`config.mk`:
```
export PLATFORM = sky130hd
export DESIGN_NAME = muldiv_sequencer
export DESIGN_NICKNAME = d
export VERILOG_FILES = /design/src/rtl/muldiv_sequencer.sv
export SDC_FILE = /design/constraint.sdc
export NUM_CORES = 1
export LEC_CHECK = 0
export CAP_MARGIN = 20
export CORE_MARGIN = 4
export CORE_UTILIZATION = 38
export DETAILED_ROUTE_END_ITERATION = 6
export PLACE_DENSITY_LB_ADDON = 0.1
export SETUP_SLACK_MARGIN = 0.02
export SLEW_MARGIN = 5
export SYNTH_ARGS = -nofsm -noshare
export SYNTH_HDL_FRONTEND = slang
export SYNTH_SLANG_ARGS = --single-unit
```
`constraint.sdc`:
```
create_clock -name clk -period 8.5 [get_ports clk]
set_clock_uncertainty 0.05 [all_clocks]
set_input_delay 2.125 -clock clk [delete_from_list [all_inputs] [get_ports clk]]
set_output_delay 2.125 -clock clk [all_outputs]
set_load 0.005 [all_outputs]
```
`src/rtl/muldiv_sequencer.sv`:
```
// muldiv_sequencer
// Iterative unsigned MULTU/DIVU controller that borrows the EX-stage ALU for one
// operation per cycle and delivers the 64-bit result in HI/LO.
//
// Build option: MULDIV_DIV_EN
//   defined   - DIVU runs as a restoring divide (compare cycle + subtract cycle per bit)
//   undefined - divide hardware is absent; an accepted DIVU completes at once with HI=LO=0
//
// Ports:
//   clk, reset         clock, asynchronous active-high reset
//   start, op          request strobe, 0 = MULTU / 1 = DIVU
//   rs_val, rt_val     multiplicand/dividend, multiplier/divisor
//   alu_req            block owns the ALU this cycle
//   alu_a, alu_b       ALU operands (0 when not owning the ALU)
//   alu_ctrl           ALU control code (0 when not owning the ALU)
//   alu_result         combinational ALU result for the current operands
//   busy               pipeline stall while iterating
//   done               one-cycle pulse, hi/lo hold the new result
//   hi, lo             HI/LO result registers
//
// state   | meaning
// --------+-------------------------------------------------------------
// IDLE    | waiting for start
// MUL     | shift-add step: P_hi + (P_lo[0] ? M : 0), then shift right
// DIV_CMP | shift remainder left, compare against divisor (SLT)
// DIV_SUB | subtract divisor when it fits, set quotient bit
// DONE    | result visible on hi/lo, done pulse, may accept next start
module muldiv_sequencer #(
    parameter int         WIDTH   = 32,
    parameter logic [3:0] ALU_ADD = 4'b0010,
    parameter logic [3:0] ALU_SUB = 4'b0110,
    parameter logic [3:0] ALU_SLT = 4'b0111
) (
    input  logic             clk,
    input  logic             reset,
    input  logic             start,
    input  logic             op,
    input  logic [WIDTH-1:0] rs_val,
    input  logic [WIDTH-1:0] rt_val,
    output logic             alu_req,
    output logic [WIDTH-1:0] alu_a,
    output logic [WIDTH-1:0] alu_b,
    output logic [3:0]       alu_ctrl,
    input  logic [WIDTH-1:0] alu_result,
    output logic             busy,
    output logic             done,
    output logic [WIDTH-1:0] hi,
    output logic [WIDTH-1:0] lo
);

`ifdef MULDIV_DIV_EN
    typedef enum logic [2:0] {S_IDLE, S_MUL, S_DIV_CMP, S_DIV_SUB, S_DONE} state_t;
`else
    typedef enum logic [1:0] {S_IDLE, S_MUL, S_DONE} state_t;
`endif

    localparam logic [4:0] CNT_LAST = 5'(WIDTH - 1);

    state_t           state;
    logic [4:0]       cnt;
    logic [WIDTH-1:0] m;
    logic [WIDTH-1:0] p_hi;
    logic [WIDTH-1:0] p_lo;

    logic             mul_carry;
    logic [WIDTH-1:0] mul_hi_nx;
    logic [WIDTH-1:0] mul_lo_nx;

`ifdef MULDIV_DIV_EN
    logic [WIDTH-1:0] d;
    logic [WIDTH-1:0] q;
    logic [WIDTH-1:0] r;     // holds the shifted remainder Rs while in DIV_SUB
    logic             ovf;   // bit shifted out of r: Rs really exceeds WIDTH bits
    logic             lt;
    logic             take;
    logic [WIDTH-1:0] r_nx;
    logic [WIDTH-1:0] q_nx;
`endif

    always_comb begin
        alu_a    = '0;
        alu_b    = '0;
        alu_ctrl = '0;
        case (state)
            S_MUL: begin
                alu_a    = p_hi;
                alu_b    = p_lo[0] ? m : '0;
                alu_ctrl = ALU_ADD;
            end
`ifdef MULDIV_DIV_EN
            S_DIV_CMP: begin
                alu_a    = {r[WIDTH-2:0], q[WIDTH-1]};
                alu_b    = d;
                alu_ctrl = ALU_SLT;
            end
            S_DIV_SUB: begin
                alu_a    = r;
                alu_b    = d;
                alu_ctrl = ALU_SUB;
            end
`endif
            default: ;
        endcase
    end

    // The ALU has no carry-out, so an unsigned wrap of the add is detected here.
    assign mul_carry = (alu_result < p_hi);
    assign mul_hi_nx = {mul_carry, alu_result[WIDTH-1:1]};
    assign mul_lo_nx = {alu_result[0], p_lo[WIDTH-1:1]};

`ifdef MULDIV_DIV_EN
    assign take = ovf | ~lt;
    assign r_nx = take ? alu_result : r;
    assign q_nx = {q[WIDTH-1:1], take};
`endif

    always_ff @(posedge clk or posedge reset) begin
        if (reset) begin
            state   <= S_IDLE;
            cnt     <= '0;
            m       <= '0;
            p_hi    <= '0;
            p_lo    <= '0;
            alu_req <= 1'b0;
            busy    <= 1'b0;
            done    <= 1'b0;
            hi      <= '0;
            lo      <= '0;
`ifdef MULDIV_DIV_EN
            d       <= '0;
            q       <= '0;
            r       <= '0;
            ovf     <= 1'b0;
            lt      <= 1'b0;
`endif
        end else begin
            done <= 1'b0;
            case (state)
                S_IDLE, S_DONE: begin
                    if (start) begin
                        cnt <= '0;
                        if (!op) begin
                            m       <= rs_val;
                            p_lo    <= rt_val;
                            p_hi    <= '0;
                            busy    <= 1'b1;
                            alu_req <= 1'b1;
                            state   <= S_MUL;
                        end else begin
`ifdef MULDIV_DIV_EN
                            d <= rt_val;
                            q <= rs_val;
                            r <= '0;
                            if (rt_val == '0) begin
                                hi    <= rs_val;
                                lo    <= '1;
                                done  <= 1'b1;
                                state <= S_DONE;
                            end else begin
                                busy    <= 1'b1;
                                alu_req <= 1'b1;
                                state   <= S_DIV_CMP;
                            end
`else
                            hi    <= '0;
                            lo    <= '0;
                            done  <= 1'b1;
                            state <= S_DONE;
`endif
                        end
                    end else begin
                        state <= S_IDLE;
                    end
                end
                S_MUL: begin
                    p_hi <= mul_hi_nx;
                    p_lo <= mul_lo_nx;
                    cnt  <= cnt + 5'd1;
                    if (cnt == CNT_LAST) begin
                        hi      <= mul_hi_nx;
                        lo      <= mul_lo_nx;
                        done    <= 1'b1;
                        busy    <= 1'b0;
                        alu_req <= 1'b0;
                        state   <= S_DONE;
                    end
                end
`ifdef MULDIV_DIV_EN
                S_DIV_CMP: begin
                    r     <= {r[WIDTH-2:0], q[WIDTH-1]};
                    ovf   <= r[WIDTH-1];
                    lt    <= alu_result[0];
                    q     <= {q[WIDTH-2:0], 1'b0};
                    state <= S_DIV_SUB;
                end
                S_DIV_SUB: begin
                    r   <= r_nx;
                    q   <= q_nx;
                    cnt <= cnt + 5'd1;
                    if (cnt == CNT_LAST) begin
                        hi      <= r_nx;
                        lo      <= q_nx;
                        done    <= 1'b1;
                        busy    <= 1'b0;
                        alu_req <= 1'b0;
                        state   <= S_DONE;
                    end else begin
                        state <= S_DIV_CMP;
                    end
                end
`endif
                default: state <= S_IDLE;
            endcase
        end
    end

endmodule

```
# == Word level (Yosys, flattened, before mapping) ==
# Cells that the tools add are included.
# word_totals
wordCells,57
inputBits,100
reg_bits,169
out_inout_bits,135
# classes
n_lt_le_gt_ge,1
n_eq_ne,7
reduce_logical,8
add_sub_neg,1
n_bitwise,1
muxes,30
# op_table
op,n
$mux 32,11
$pmux 32 s2,4
$lt 32x32->1,1
$pmux 5 s2,1
$mux 2,4
$ne 2x2->1 const B,4
$reduce_and 4->1,2
$mux 1,6
$reduce_and 3->1,2
$add 5x1->5 const B,1
$eq 5x5->1 const B,1
$mux 5,1
$pmux 1 s2,2
$pmux 2 s2,1
$eq 2x1->1 const B,1
$eq 2x2->1 const B,1
$logic_not 2->1,1
$reduce_and 2->1,1
$reduce_bool 2->1,1
$reduce_or 2->1,1
$not 1->1,1

# == Longest topological paths before layout ==
# depth
depth_word,4
mapped_depth,8
ltp_nobuf,8

# == Worst setup path after synthesis ==
# No wires, ideal clock.
# synth_timing
path_type,input to register
start,input port alu_result[7]
end,register hi[31]
setup_ns,0.125
path_slack_ns,4.787
required_ns,8.325
path_stages,6
n_path_buf,0
t_arrival_ns,3.538
cell_sequence,ha_1 -> nand4_1 -> o311a_1 -> o41ai_2 -> a41oi_1 -> mux2_4
# synth_via
elab_chain_cells,3
# synth_lines
item,line,rtl
"start, declared",44,"input logic [WIDTH-1:0] alu_result,"
$lt 32x32->1,107,assign mul_carry = (alu_result < p_hi);
$mux 32,179,if (cnt == CNT_LAST) begin
$pmux 32 s2,138,case (state)
"end signal, assigned",180,hi <= mul_hi_nx;
"end, declared",47,"output logic [WIDTH-1:0] hi,"
# No other way between the ends. The select of a mux whose other input is x is not followed.
# A chain may end at the register's enable or synchronous reset.

# == Final worst setup path ==
# layout_timing
start,register state[1]
end,output port alu_b[25]
# layout_via
elab_chain_cells,2
# layout_lines
item,line,rtl
"start, declared",59,state_t state;
"start signal, assigned",119,state <= S_IDLE;
"start signal, assigned",148,state <= S_MUL;
"start signal, assigned",168,state <= S_DONE;
$eq 2x1->1,84,case (state)
$mux 32,84,
"end, declared",42,"output logic [WIDTH-1:0] alu_b,"
# No other way between the ends.

==> flow_metrics.py <==
metrics = {
    "outcome": {
        "status": "finished clean",
    },
    "routing": {
        "drcViolationCount": 0,
        "wl_per_cell_um": 18.3,
        "antenna_left": 0,
        "drtIter0Drc": 342,
        "drt_wl_total_um": 21300,
        "drtPass1Iterations": 5,
        "route.vias.total": 6020,
        "via_per_inst": 5.17,
    },
    "finish": {
        "syn2layout_area_growth_pct": 42.0,
        "antenna_cells": 0,
        "layout_commonest_cell": "clkdlybuf4s50_1",
        "final_cell_mix": "clkdlybuf4s50_1, dfrtp_1, nand2_1",
        "final_nets": 1020,
        "fin_area_mm2": 0.0107,
        "drive_above_1_share": 0.0889,
    },
    "flow_run": {
        "max-cap-violations": 0,
    },
    "logic_synthesis": {
        "synthCells": 681,
        "synthXorXnorAreaFrac": 0,
        "synth.area.mux_share": 0.0552,
        "synth_top_area_frac": 0.562,
        "synthSimpleGateAreaFrac": 0.112,
        "ys_types": 39,
        "ys_warn_count": 0,
        "synthTopCellsByArea": "dfrtp_1, a22o_1, ha_1, nand2_1, mux2_2",
        "synth_area_mm2": 0.00753,
        "synth_compound_area_frac": 0.165,
        "synthAdderAreaFrac": 0.0549,
        "synth_top_family_by_area": "compound AO/OA/AOI/OAI gates",
        "synth_seq_cells": 169,
        "synth.avg_cell_area_um2": 11.1,
        "seq_area_frac_synth": 0.562,
        "synth_top_cell_by_area": "dfrtp_1",
    },
    "power": {
        "p_leak_nw": 4.92,
        "max-vdd-ir-drop_mv": 0.138,
        "pwr_density_cell_mw_per_mm2": 300,
    },
    "sta": {
        "tightest_slew_ps": 967,
        "relSlewSlack": 0.355,
        "report.final.slew_viol_count": 0,
        "finalWorstSetupSlack_ps": 3360,
        "rsz0062_at_grt": "no",
        "setup-violations-final": 0,
        "min_period_over_period": 0.604,
        "fin_tns_setup_ps": 0,
        "min_period_ps": 5140,
        "hold_viol": 0,
        "fmax_mhz": 195,
    },
    "floorplan": {
        "core_area_mm2": 0.0195,
        "start_util": 0.387,
        "ios": 235,
        "placementRows": 51,
        "dieWidth_um": 149,
        "dieArea_mm2": 0.0221,
        "fp.dieH_um": 149,
    },
    "clock_tree": {
        "clock_path_buffers": 2,
        "cts_tree": "built",
        "postCtsSetupBuffers": 0,
        "path_clk_slew_ps": 70,
        "cts-resized-gates": 0,
        "root_buffer": "clkbuf_16",
        "cts_hold_buf": 0,
        "cts_buffers": 17,
        "clock_latency_ps": 430,
        "clock-sinks": 169,
        "h-tree-depth": 4,
    },
    "grt": {
        "grt_util_met3": 0.0523,
        "use_met2": 0.309,
        "grt_overflow": 0,
        "grt_usage": 0.194,
        "grt_pass1_wl_um": 34400,
        "grt-busiest-layer": "met2",
        "grt_pass1_vias": 6475,
        "antenna_found_initial": 0,
        "grt_util_met1": 0.259,
        "grt_max_degree": 96,
    },
    "worst_setup_path": {
        "cp_data_required_time_ps": 6330,
        "cp.arrival_ps": 2960,
        "startpoint_type": "register",
        "cp_max_fo": 76,
        "critPathKind": "register to primary output",
        "end_kind": "primary output",
    },
    "placement": {
        "dp_slack_ps": 3520,
        "dp_hpwl_um": 14200,
        "io_buffers": 231,
        "routabilityCongestion": 0.816,
        "placedInstanceArea_mm2": 0.0100,
    },
    "hold_path": {
        "hold_path.class": "register to register",
    },
}
-- logic make-up (layout without fill, tap and decap cells) --
| logic type | after synthesis | after routing |
|---|---|---|
| flip-flops | 169 | 169 |
| AO/OA/AOI/OAI | 162 | 162 |
| multiplexers | 37 | 37 |
| AND/OR/NAND/NOR | 190 | 190 |
| adder cells (fa/ha/maj) | 33 | 33 |
| buffers and inverters | 89 | 306 |
| other | 1 | 3 |
-- path summary, 6_finish.rpt --
| path | startpoint | to | slack, ps | cells past startpoint |
|---|---|---|---|---|
| min in group asynchronous | reset | hi[3] | 2180 | 2 |
| worst min register to register | hi[27] | hi[27] | 450 | 1 |
| worst max-delay path | state[1] | alu_b[25] | 3360 | 5 |
| worst min-delay path | hi[27] | hi[27] | 450 | 1 |
| max in group asynchronous | reset | p_lo[26] | 4640 | 3 |
| worst max register to register | cnt[0] | hi[31] | 5640 | 8 |
-- where the power goes --
part	total [mW]	internal [mW]	switching (mW)
sequential	1.18	1.04	0.138
clock	0.888	0.539	0.348
combinational	1.14	0.544	0.595
-- routing by layer --
layer  vias to the layer above  routed length, um
met5                         -                  0
met4                         0                471
met3                        31               1460
met2                       203               9810
met1                      2962               9570
li1                       2824                  -
-- area by class of cell --
type | instances | area, um2
fillers | 1726 | 8780
repair buffers | 238 | 2360
inverters | 36 | 143
clock inverters | 14 | 230
clock buffers | 18 | 439
well taps | 265 | 332
multi-input cells | 425 | 2950
flip-flops and latches | 169 | 4230
-- flip-flops by register name, summed over array words and instances (netlist names) --
name	count
p_hi	32
m	32
busy	1
done	1
cnt	5
lo	32
state	2
hi	32
p_lo	32
-- cells in the mapped netlist --
library cell and instances:
nor3_4 1, a2111oi_0 1, dfrtp_1 169, nand2_1 102, o211ai_1 1, buf_1 9, a22o_1 65, and4_1 1
a41oi_1 1, o31ai_1 30, nor2b_1 1, o41ai_2 1, conb_1 1, o22ai_1 2, a211o_1 1, ha_1 33
a21boi_1 1, buf_2 23, and2_1 2, o311a_1 1, nand4_1 4, mux2i_1 4, buf_4 4, o21ai_0 12
o21ai_1 1, a21oi_1 13, a22oi_1 28, a211oi_1 1, nand2b_1 3, mux2_2 32, clkbuf_1 17, mux2_4 1
a21o_1 2, nand3_1 4, nor2_1 39, inv_2 1, a31oi_1 1, inv_1 35, and3_1 33
-- worst max-delay path, stage by stage (launching register included) --
cell	delay [ps]
dfrtp_1	360
nand2b_1	180
inv_4	440
buf_4	710
and3_1	280
clkdlybuf4s50_1	510
-- metrics by stage --
stage                     hold slack [ps]  power, mW  instances   util
after global routing                  460       3.43       1165  0.549
after global placement                432       2.30       1133  0.515
after CTS                             442       3.24       1165  0.549
final                                 448       3.21       1165  0.549
after floorplan                       399       1.86        683      -
after detailed placement              430       2.34       1133  0.515
(Power assumes the default switching activity.)
